<file path="config.mk">
export PLATFORM = sky130hd
export DESIGN_NAME = cpu_seq_ctrl
export DESIGN_NICKNAME = d
export VERILOG_FILES = /design/src/rtl/cpu_pkg.sv /design/src/rtl/cpu_decode.sv /design/src/rtl/cpu_seq_ctrl.sv
export SDC_FILE = /design/constraint.sdc
export NUM_CORES = 1
export LEC_CHECK = 0
export BUFFER_PORTS_ARGS = -buffer_cell sky130_fd_sc_hd__buf_4
export CORE_ASPECT_RATIO = 2
export CORE_UTILIZATION = 51
export CTS_CLUSTER_DIAMETER = 30
export DETAILED_ROUTE_END_ITERATION = 10
export PLACE_DENSITY = 0.77
export SYNTH_ARGS = -nofsm -noshare
export SYNTH_HDL_FRONTEND = slang
export SYNTH_SLANG_ARGS = --single-unit
export TNS_END_PERCENT = 10
</file>
<file path="constraint.sdc">
create_clock -name clk -period 1.7 [get_ports clk]
set_input_delay 0 -clock clk [delete_from_list [all_inputs] [get_ports clk]]
set_output_delay 0 -clock clk [all_outputs]
set_load 0.1 [all_outputs]
</file>
<file path="src/rtl/cpu_pkg.sv">
// cpu_pkg: shared definitions for the 8-bit CPU sequencing controller.
//   - opcode encodings of the 2-bit op field
//   - bit positions of the instruction fields
//   - FSM state encoding (localparams plus the enum built on them)
package cpu_pkg;

  localparam int INSTR_W = 8;

  // Opcodes, instr[7:6]
  localparam logic [1:0] OP_IN  = 2'b00;
  localparam logic [1:0] OP_OUT = 2'b01;
  localparam logic [1:0] OP_MOV = 2'b10;
  localparam logic [1:0] OP_JMP = 2'b11;

  // Instruction field slices: op | src | dst, with the jump target overlaying src|dst
  localparam int OP_HI  = 7;
  localparam int OP_LO  = 6;
  localparam int SRC_HI = 5;
  localparam int SRC_LO = 3;
  localparam int DST_HI = 2;
  localparam int DST_LO = 0;
  localparam int TGT_HI = 5;
  localparam int TGT_LO = 0;

  // State encoding
  localparam logic [2:0] S_IDLE  = 3'd0;
  localparam logic [2:0] S_LOAD  = 3'd1;
  localparam logic [2:0] S_FETCH = 3'd2;
  localparam logic [2:0] S_WAIT  = 3'd3;
  localparam logic [2:0] S_EXEC  = 3'd4;

  typedef enum logic [2:0] {
    ST_IDLE  = S_IDLE,
    ST_LOAD  = S_LOAD,
    ST_FETCH = S_FETCH,
    ST_WAIT  = S_WAIT,
    ST_EXEC  = S_EXEC
  } cpu_state_e;

endpackage

</file>
<file path="src/rtl/cpu_decode.sv">
// cpu_decode: purely combinational instruction decoder.
//   instr    : instruction register contents
//   rf_we    : IN or MOV writes the register file
//   rf_wsel  : 1 = write data from register-file read port (MOV), 0 = data_in
//   rf_waddr : dst field
//   rf_raddr : src field
//   out_we   : OUT loads the output register
//   is_jmp   : JMP
//   jmp_tgt  : instr[5:0] resized (zero-extend or truncate) to ADDR_W
// The strobes are raw decodes; the sequencer qualifies them with its EXEC state.
module cpu_decode
  import cpu_pkg::*;
#(
  parameter int ADDR_W = 6
) (
  input  logic [INSTR_W-1:0] instr,
  output logic               rf_we,
  output logic               rf_wsel,
  output logic [2:0]         rf_waddr,
  output logic [2:0]         rf_raddr,
  output logic               out_we,
  output logic               is_jmp,
  output logic [ADDR_W-1:0]  jmp_tgt
);

  logic [1:0] op;

  assign op       = instr[OP_HI:OP_LO];
  assign rf_raddr = instr[SRC_HI:SRC_LO];
  assign rf_waddr = instr[DST_HI:DST_LO];
  assign jmp_tgt  = ADDR_W'(instr[TGT_HI:TGT_LO]);

  always_comb begin
    rf_we   = 1'b0;
    rf_wsel = 1'b0;
    out_we  = 1'b0;
    is_jmp  = 1'b0;
    case (op)
      OP_IN:  rf_we = 1'b1;
      OP_MOV: begin
        rf_we   = 1'b1;
        rf_wsel = 1'b1;
      end
      OP_OUT: out_we = 1'b1;
      OP_JMP: is_jmp = 1'b1;
      default: ;
    endcase
  end

endmodule

</file>
<file path="src/rtl/cpu_seq_ctrl.sv">
// cpu_seq_ctrl: program-load / fetch-decode-execute sequencer for the 8-bit CPU.
//
// Ports
//   clk, rst          : rising-edge clock, asynchronous active-low reset
//   ram_we            : host load request, one word per cycle on ram_data_in
//   ram_data_in       : instruction word to store while loading
//   pc_recount        : one-cycle pulse, (re)start execution at address 0
//   ram_rdata         : synchronous RAM read data
//   ram_addr/ram_wr/ram_wdata/ram_rd : RAM port
//   rf_we/rf_waddr/rf_raddr/rf_wsel  : register-file controls
//   out_we            : output-register load (datapath loads reg[rf_raddr])
//   running           : high in FETCH, WAIT and EXEC
//
// All inputs are sampled on the rising edge and act on the following cycle.
// Every output is a decode of registered state, so outputs are 0 as soon as
// rst falls and never follow an input combinationally.
//
// RAM read contract: ram_rd is high for the FETCH cycle with ram_addr=pc; the
// RAM returns the word on ram_rdata during the next (WAIT) cycle and it is
// captured into ir at the end of that cycle. There is no back-pressure.
//
// Loading: a sampled ram_we=1 puts the FSM in LOAD for the next cycle, which
// issues ram_wr with the captured word at load_addr. A fresh entry into LOAD
// writes address 0; each further sampled ram_we advances load_addr (mod depth).
module cpu_seq_ctrl
  import cpu_pkg::*;
#(
  parameter int ADDR_W = 6,
  parameter int DATA_W = 8
) (
  input  logic              clk,
  input  logic              rst,
  input  logic              ram_we,
  input  logic [DATA_W-1:0] ram_data_in,
  input  logic              pc_recount,
  input  logic [DATA_W-1:0] ram_rdata,
  output logic [ADDR_W-1:0] ram_addr,
  output logic              ram_wr,
  output logic [DATA_W-1:0] ram_wdata,
  output logic              ram_rd,
  output logic              rf_we,
  output logic [2:0]        rf_waddr,
  output logic [2:0]        rf_raddr,
  output logic              rf_wsel,
  output logic              out_we,
  output logic              running
);

  cpu_state_e        state;
  logic [ADDR_W-1:0] pc;
  logic [ADDR_W-1:0] load_addr;
  logic [DATA_W-1:0] ir;
  logic [DATA_W-1:0] wdata_q;

  logic              dec_rf_we;
  logic              dec_rf_wsel;
  logic [2:0]        dec_rf_waddr;
  logic [2:0]        dec_rf_raddr;
  logic              dec_out_we;
  logic              dec_is_jmp;
  logic [ADDR_W-1:0] dec_jmp_tgt;

  cpu_decode #(.ADDR_W(ADDR_W)) u_decode (
    .instr    (ir),
    .rf_we    (dec_rf_we),
    .rf_wsel  (dec_rf_wsel),
    .rf_waddr (dec_rf_waddr),
    .rf_raddr (dec_rf_raddr),
    .out_we   (dec_out_we),
    .is_jmp   (dec_is_jmp),
    .jmp_tgt  (dec_jmp_tgt)
  );

  // Priority everywhere: ram_we, then pc_recount, then the normal transition.
  // Leaving FETCH/WAIT through either override drops the in-flight
  // instruction before it reaches EXEC, so its strobes never appear.
  always_ff @(posedge clk or negedge rst) begin
    if (!rst) begin
      state     <= ST_IDLE;
      pc        <= '0;
      load_addr <= '0;
      ir        <= '0;
      wdata_q   <= '0;
    end else if (ram_we) begin
      state     <= ST_LOAD;
      pc        <= '0;
      wdata_q   <= ram_data_in;
      load_addr <= (state == ST_LOAD) ? load_addr + 1'b1 : '0;
    end else if (pc_recount) begin
      state <= ST_FETCH;
      pc    <= '0;
    end else begin
      case (state)
        ST_IDLE:  state <= ST_IDLE;
        ST_LOAD:  state <= ST_IDLE;
        ST_FETCH: state <= ST_WAIT;
        ST_WAIT: begin
          ir    <= ram_rdata;
          state <= ST_EXEC;
        end
        ST_EXEC: begin
          pc    <= dec_is_jmp ? dec_jmp_tgt : pc + 1'b1;
          state <= ST_FETCH;
        end
        default: state <= ST_IDLE;
      endcase
    end
  end

  // RAM side
  assign ram_wr    = (state == ST_LOAD);
  assign ram_rd    = (state == ST_FETCH);
  assign ram_addr  = (state == ST_LOAD) ? load_addr : pc;
  assign ram_wdata = wdata_q;
  assign running   = (state == ST_FETCH) || (state == ST_WAIT) || (state == ST_EXEC);

  // Strobes only in EXEC; address/select fields follow ir, which changes only
  // on entry to EXEC, so they hold their last value in every other state.
  assign rf_we    = (state == ST_EXEC) && dec_rf_we;
  assign out_we   = (state == ST_EXEC) && dec_out_we;
  assign rf_wsel  = dec_rf_wsel;
  assign rf_waddr = dec_rf_waddr;
  assign rf_raddr = dec_rf_raddr;

endmodule

</file>
Word-level counts from Yosys, hierarchy flattened --
Index checks and enable logic that the tools add are counted.
Operators by class: reductions and logical operators 8, $mul 0, eq/ne operators 7, add/subtract/negate cells 2, shift-type cells 0, multiplexer cells 13, bitwise operators 2, order comparisons 0, div/mod/pow operators 0
Operators with widths (count):
- two-way mux 6 bit | 6
- adder 6 x 1 -> 6 bit, second input constant | 2
- one-hot mux 3 bit (3 select lines) | 1
- == test 3 x 2 -> 1 bit, second input constant | 2
- two-way mux 3 bit | 2
- == test 2 bit, second input constant | 2
- two-way mux 1 bit | 4
- == test 3 x 1 -> 1 bit, second input constant | 1
- == test 3 bit, second input constant | 1
- AND reduction 3 bit | 1
- nonzero test 3 bit | 1
- == test 2 x 1 -> 1 bit, second input constant | 1
- logical AND 1 bit | 2
- logical NOT 2 bit | 1
- logical OR 1 bit | 2
- inverter 1 bit | 2
- OR reduction 2 bit | 1
Word-level totals: RAM bits 0, bits in read-only memories 0, latch bits 0, output and inout port bits 26, bits in registers 31, word-level logic and storage cells 37, memories kept 0

Depth between registers and ports, before layout --
depth in word-level cells 6, depth in mapped cells 5

By module --
Synthesis repeated with hierarchy kept, for this count alone.
Second synthesis, totals: cells, all modules 150, area, all modules 1620.3 um^2
Modules (own cells, without submodules):
- cpu_seq_ctrl | times used 1, cells each 134, sequential area each 775.7 um^2, area an instance 1503.9 um^2
- cpu_decode | times used 1, cells each 16, sequential area each 0.0 um^2, area an instance 116.4 um^2

Worst setup path after synthesis --
Ideal clock, no wire load.
path type register to output, from register state[2], to output port ram_addr[0], path slack -1.426 ns, stages on the path, launching flop included 4, arrival 3.126 ns, data required time 1.700 ns, cell sequence dfrtp_1 > or3b_2 > buf_2 > o21ai_0
On the way: cells in the longest elaborated chain, start to end 2
RTL lines:
- start, declared | RTL line cpu_seq_ctrl.sv:49 | cpu_state_e state;
- start signal, assigned | RTL line cpu_seq_ctrl.sv:79 | state <= ST_IDLE;
- start signal, assigned | RTL line cpu_seq_ctrl.sv:85 | state <= ST_LOAD;
- start signal, assigned | RTL line cpu_seq_ctrl.sv:90 | state <= ST_FETCH;
- == test 3 x 1 -> 1 bit | RTL line cpu_seq_ctrl.sv:113 | assign ram_addr = (state == ST_LOAD) ? load_addr : pc;
- two-way mux 6 bit | RTL line cpu_seq_ctrl.sv:113
- end, declared | RTL line cpu_seq_ctrl.sv:37 | output logic [ADDR_W-1:0] ram_addr,
No other way between the ends.

Final worst setup path --
from register state[1], to output port ram_addr[5]
The elaborated chain is that of the path after synthesis.

==> flow_results.org <==
** Worst setup path
- The critical path contains buffers and inverters numbering 2 combined.
- For the worst setup path, the data required time is 1.70 ns.
- The worst setup path is launched from a flip-flop.
- Crit end category :: primary output
- Arrival time at the worst endpoint :: 1.73 ns
- Cell family with the largest share of critical-path delay :: simple AND/OR/NAND/NOR gates
- Walking the worst path, the cells encountered are or3b_4, buf_6, mux2_2, buf_12.
- Largest incremental delay on the critical path :: 0.43 ns
- CP Class :: reg2out
- The slowest stage of the critical path is the or3b_4 cell.
- Maximum net fanout on the critical path :: 9

** Logic synthesis
- The average instance in the mapped netlist occupies 11.0 um2.
- Counting every instance in the synthesized netlist gives 143.
- Share of the synthesized area in compound gates (AO/OA/AOI/OAI) :: 12.3%
- Post-synthesis sequential area ratio :: 49.3%
- Post-synth cell types :: 37
- Cell taking the most area after synthesis :: dfrtp_1
- Main combinational cell family by area after synthesis :: multiplexers
- Mapped Area :: 1570 um2
- When the netlist entered floorplanning its net count stood at 165.
- In the post-synthesis netlist, the biggest area contributors are dfrtp_1, mux2_2, o21ai_0, buf_4, nand3_1.
- Xor and xnor area share after synthesis :: 0%
- Mux contribution to synthesized area :: 16.3%
- Number of synthesis warnings :: 0
- After synthesis the netlist holds a flip-flop and latch count of 31.
- Simple-gate share of the synthesized area :: 14.1%
- In this run the biggest area consumer among cell types represents 49.3% of the synthesized area.
- Of the total synthesized cell area, the portion taken by full adders, half adders and majority gates is 1.59%.

** Finish
- Compared with the post-synthesis result, the final layout area differs by 49.2%.
- Final core utilization :: 79.8%
- The multi-input combinational cells in the finished layout cover a total of 742 um2.
- In the final layout, the share of cells above drive strength 1 is 44.5%.
- Number of cells in the finished layout apart from fillers :: 241
- In the final layout, flip-flops and latches occupy 776 um2.
- Final-layout fill cell count :: 199
- The number of antenna diodes in the final layout is 0.
- Leaving out fill and tap cells, the most frequent cells in the layout are buf_4, dfrtp_1, mux2_2.
- Net total in the final layout :: 233
- Most frequent standard cell in the layout excluding fill and tap cells :: buf_4

** Clocking
- Clock sink total :: 31
- In this run the deepest clock path goes through 2 buffers.
- The tree is rooted in a clkbuf_8.
- TritonCTS clock tree :: built
- Clock tree synthesis inserted a total of 5 buffers.
- Clock transition at the registers of the reported paths :: 0.06 ns
- Clock latency of the later-clocked register in the worst-skew pair :: 0.28 ns
- Maximum level of the CTS H-tree :: 2

** Route
- In this run the remaining antenna-violating nets after routing total 0.
- Dividing the detail-routed wire length by the instance count gives 16.7 um.
- The detailed router finished its first iteration with 41 violations.
- Drt drc :: 0
- Pre-antenna DRT Iters :: 4
- Via Count :: 1,390
- In the routed layout, each cell is associated on average with a via count of 5.77.
- Wire length after detailed routing :: 4020 um

** GRT
- The total overflow left after global routing is 0.
- The initial antenna violation count is 0.
- The first global-routing pass estimated 6520 um of wire.
- Maximum number of pins on one net before global-route repair :: 32
- Global routing consumed, over all layers together, 29.2% of the routing resources.
- The via count of the first global-routing pass is 1,480.

** Die
- Row generation in the floorplan step produced 28 rows.
- Area of the core region :: 2940 um2
- Die Area :: 3320 um2
- Die span in x :: 41.3 um
- The die is 80.5 um tall.
- For this configuration, the core starts out at a cell density of 53.4%.
- I/O pin count :: 46

** Place
- Number of placed cells counting well taps :: 214
- Routability-driven placement finished with a final weighted congestion of 0.892.
- IO Port Bufs :: 45
- Pre-CTS WS :: 0.129 ns
- After legalization and detailed placement, the total HPWL measured 2760 um.

** Timing
- Final max-slew violation count :: 0
- Setup repair after global routing could not meet its margin everywhere.
- Setup violations remaining at the end of the flow were counted as 3.
- Max Clock Freq :: 578 MHz
- Max transition margin :: 75.2%
- Worst-case clock skew :: 0.00383 ns
- Share of the cycle needed by the critical path after routing :: 102%
- At the pin with the least slew margin, the transition time is 0.363 ns.
- Across all setup checks in the final design, the least slack found is -0.0309 ns.
- The worst path in the final design needs a cycle of 1.73 ns, including I/O delays and setup.
- Final Hold Fails :: 0

** Min path
- The min-delay analysis places its worst path in the category in2reg.

** Power
- Across the VDD grid, the largest voltage drop is 888 uV.
- Standby leakage power :: 1.11 nW
- Total power divided by cell area :: 1050 nW/um2

** Outcome
- The flow ran to the end, but the final reports show violations.
- Violations in the final reports :: setup timing

** Job
- The tool flagged a number of max-cap violations equal to 0.
==> worst register-to-register path: cells and delay by family (launching register included) <==
| kind | cells | cell delay (ns) |
|---|---|---|
| AND/OR/NAND/NOR | 2 | 0.74 |
| AO/OA/AOI/OAI | 1 | 0.25 |
| flip-flops | 1 | 0.36 |
| buffers and inverters | 1 | 0.11 |
==> cell type report <==
class | instances | share of cell area, %
flip-flops and latches | 31 | 33.0
multi-input cells | 93 | 31.6
inverters | 6 | 1.17
repair buffers | 74 | 28.8
clock buffers | 6 | 3.52
well taps | 30 | 1.60
clock inverters | 1 | 0.213
==> cells in the mapped netlist <==
library cell and instances:
dfrtp_1 31, mux2_2 21, o21ai_0 10, nand2_1 9
nand3_1 8, buf_4 6, inv_1 5, nor2_1 5
and3_1 4, buf_2 4, a21oi_1 3, nor2b_1 3
nor3b_1 3, a22oi_1 2, clkbuf_1 2, ha_1 2
mux2i_1 2, o211ai_1 2, o22ai_1 2, or3_1 2
a2111oi_0 1, a21o_1 1, a22o_1 1, a311oi_2 1
a32o_1 1, and2_1 1, clkbuf_2 1, inv_2 1
nand4_1 1, nand4b_2 1, nor3_1 1, o2111ai_1 1
o21a_1 1, o31a_1 1, o41a_1 1, or3b_1 1
or3b_2 1
==> power breakdown <==
group,switching (mW),internal (mW)
Clock,0.253,0.317
Sequential,0.0585,0.819
Combinational,0.731,0.280
==> registers in the layout, indices dropped and copies added (netlist names) <==
| name | flops |
|---|---|
| pc | 6 |
| state | 3 |
| ir | 8 |
| ram_wdata | 8 |
| load_addr | 6 |
==> final timing paths <==
check | cells after the start | endpoint | slack (ns) | startpoint
setup reg to reg | 4 | pc[0] | 0.15 | state[2]
hold / removal | 2 | pc[0] | 0.08 | ram_we
min in group asynchronous | 2 | load_addr[2] | 0.18 | rst
hold reg to reg | 1 | ram_wdata[7] | 0.51 | ram_wdata[7]
max in group asynchronous | 2 | ir[6] | 1.22 | rst
setup / recovery | 4 | ram_addr[5] | -0.03 | state[1]
==> per-layer routing <==
| metal | wire length (um) | GRT usage [%] | vias to the layer above | share of wire [%] |
|---|---|---|---|---|
| met5 | 0 | 0 | - | 0 |
| met4 | 119 | 15.2 | 0 | 3.0 |
| met3 | 138 | 10.5 | 12 | 3.4 |
| met2 | 2410 | 48.0 | 42 | 60 |
| met1 | 1350 | 29.9 | 696 | 33 |
| li1 | - | - | 640 | - |
==> repair_timing <==
| action | CTS | global route |
|---|---|---|
| pin swaps | 0 | 2 |
| endpoints found under the setup margin | 9 | 9 |
| setup buffers | 0 | 2 |
| hold buffers | 18 | 0 |
| hold endpoints to repair | 49 | 0 |
| gates resized for setup | 11 | 14 |
==> cell families (layout without fill, tap and decap cells) <==
group	after synthesis	count (layout)
buf+inv	19	87
simple gates	40	40
mux	23	23
compound gates	28	28
flops	31	31
fa+ha+maj	2	2
==> stage by stage <==
| stage | hold WS [ns] | TNS [ns] | cell area (um2) | power, mW |
|---|---|---|---|---|
| after floorplan | -0.296 | -1.50 | 1610 | 1.68 |
| after CTS | 0.0786 | -0.245 | 2280 | 2.47 |
| final | 0.0795 | -0.0515 | 2350 | 2.46 |
| after detailed placement | -0.0503 | 0 | 1970 | 1.86 |
| after global routing | 0.0884 | -0.282 | 2350 | 2.56 |
| after global placement | -0.0548 | 0 | 1970 | 1.83 |
(Power assumes the default switching activity.)
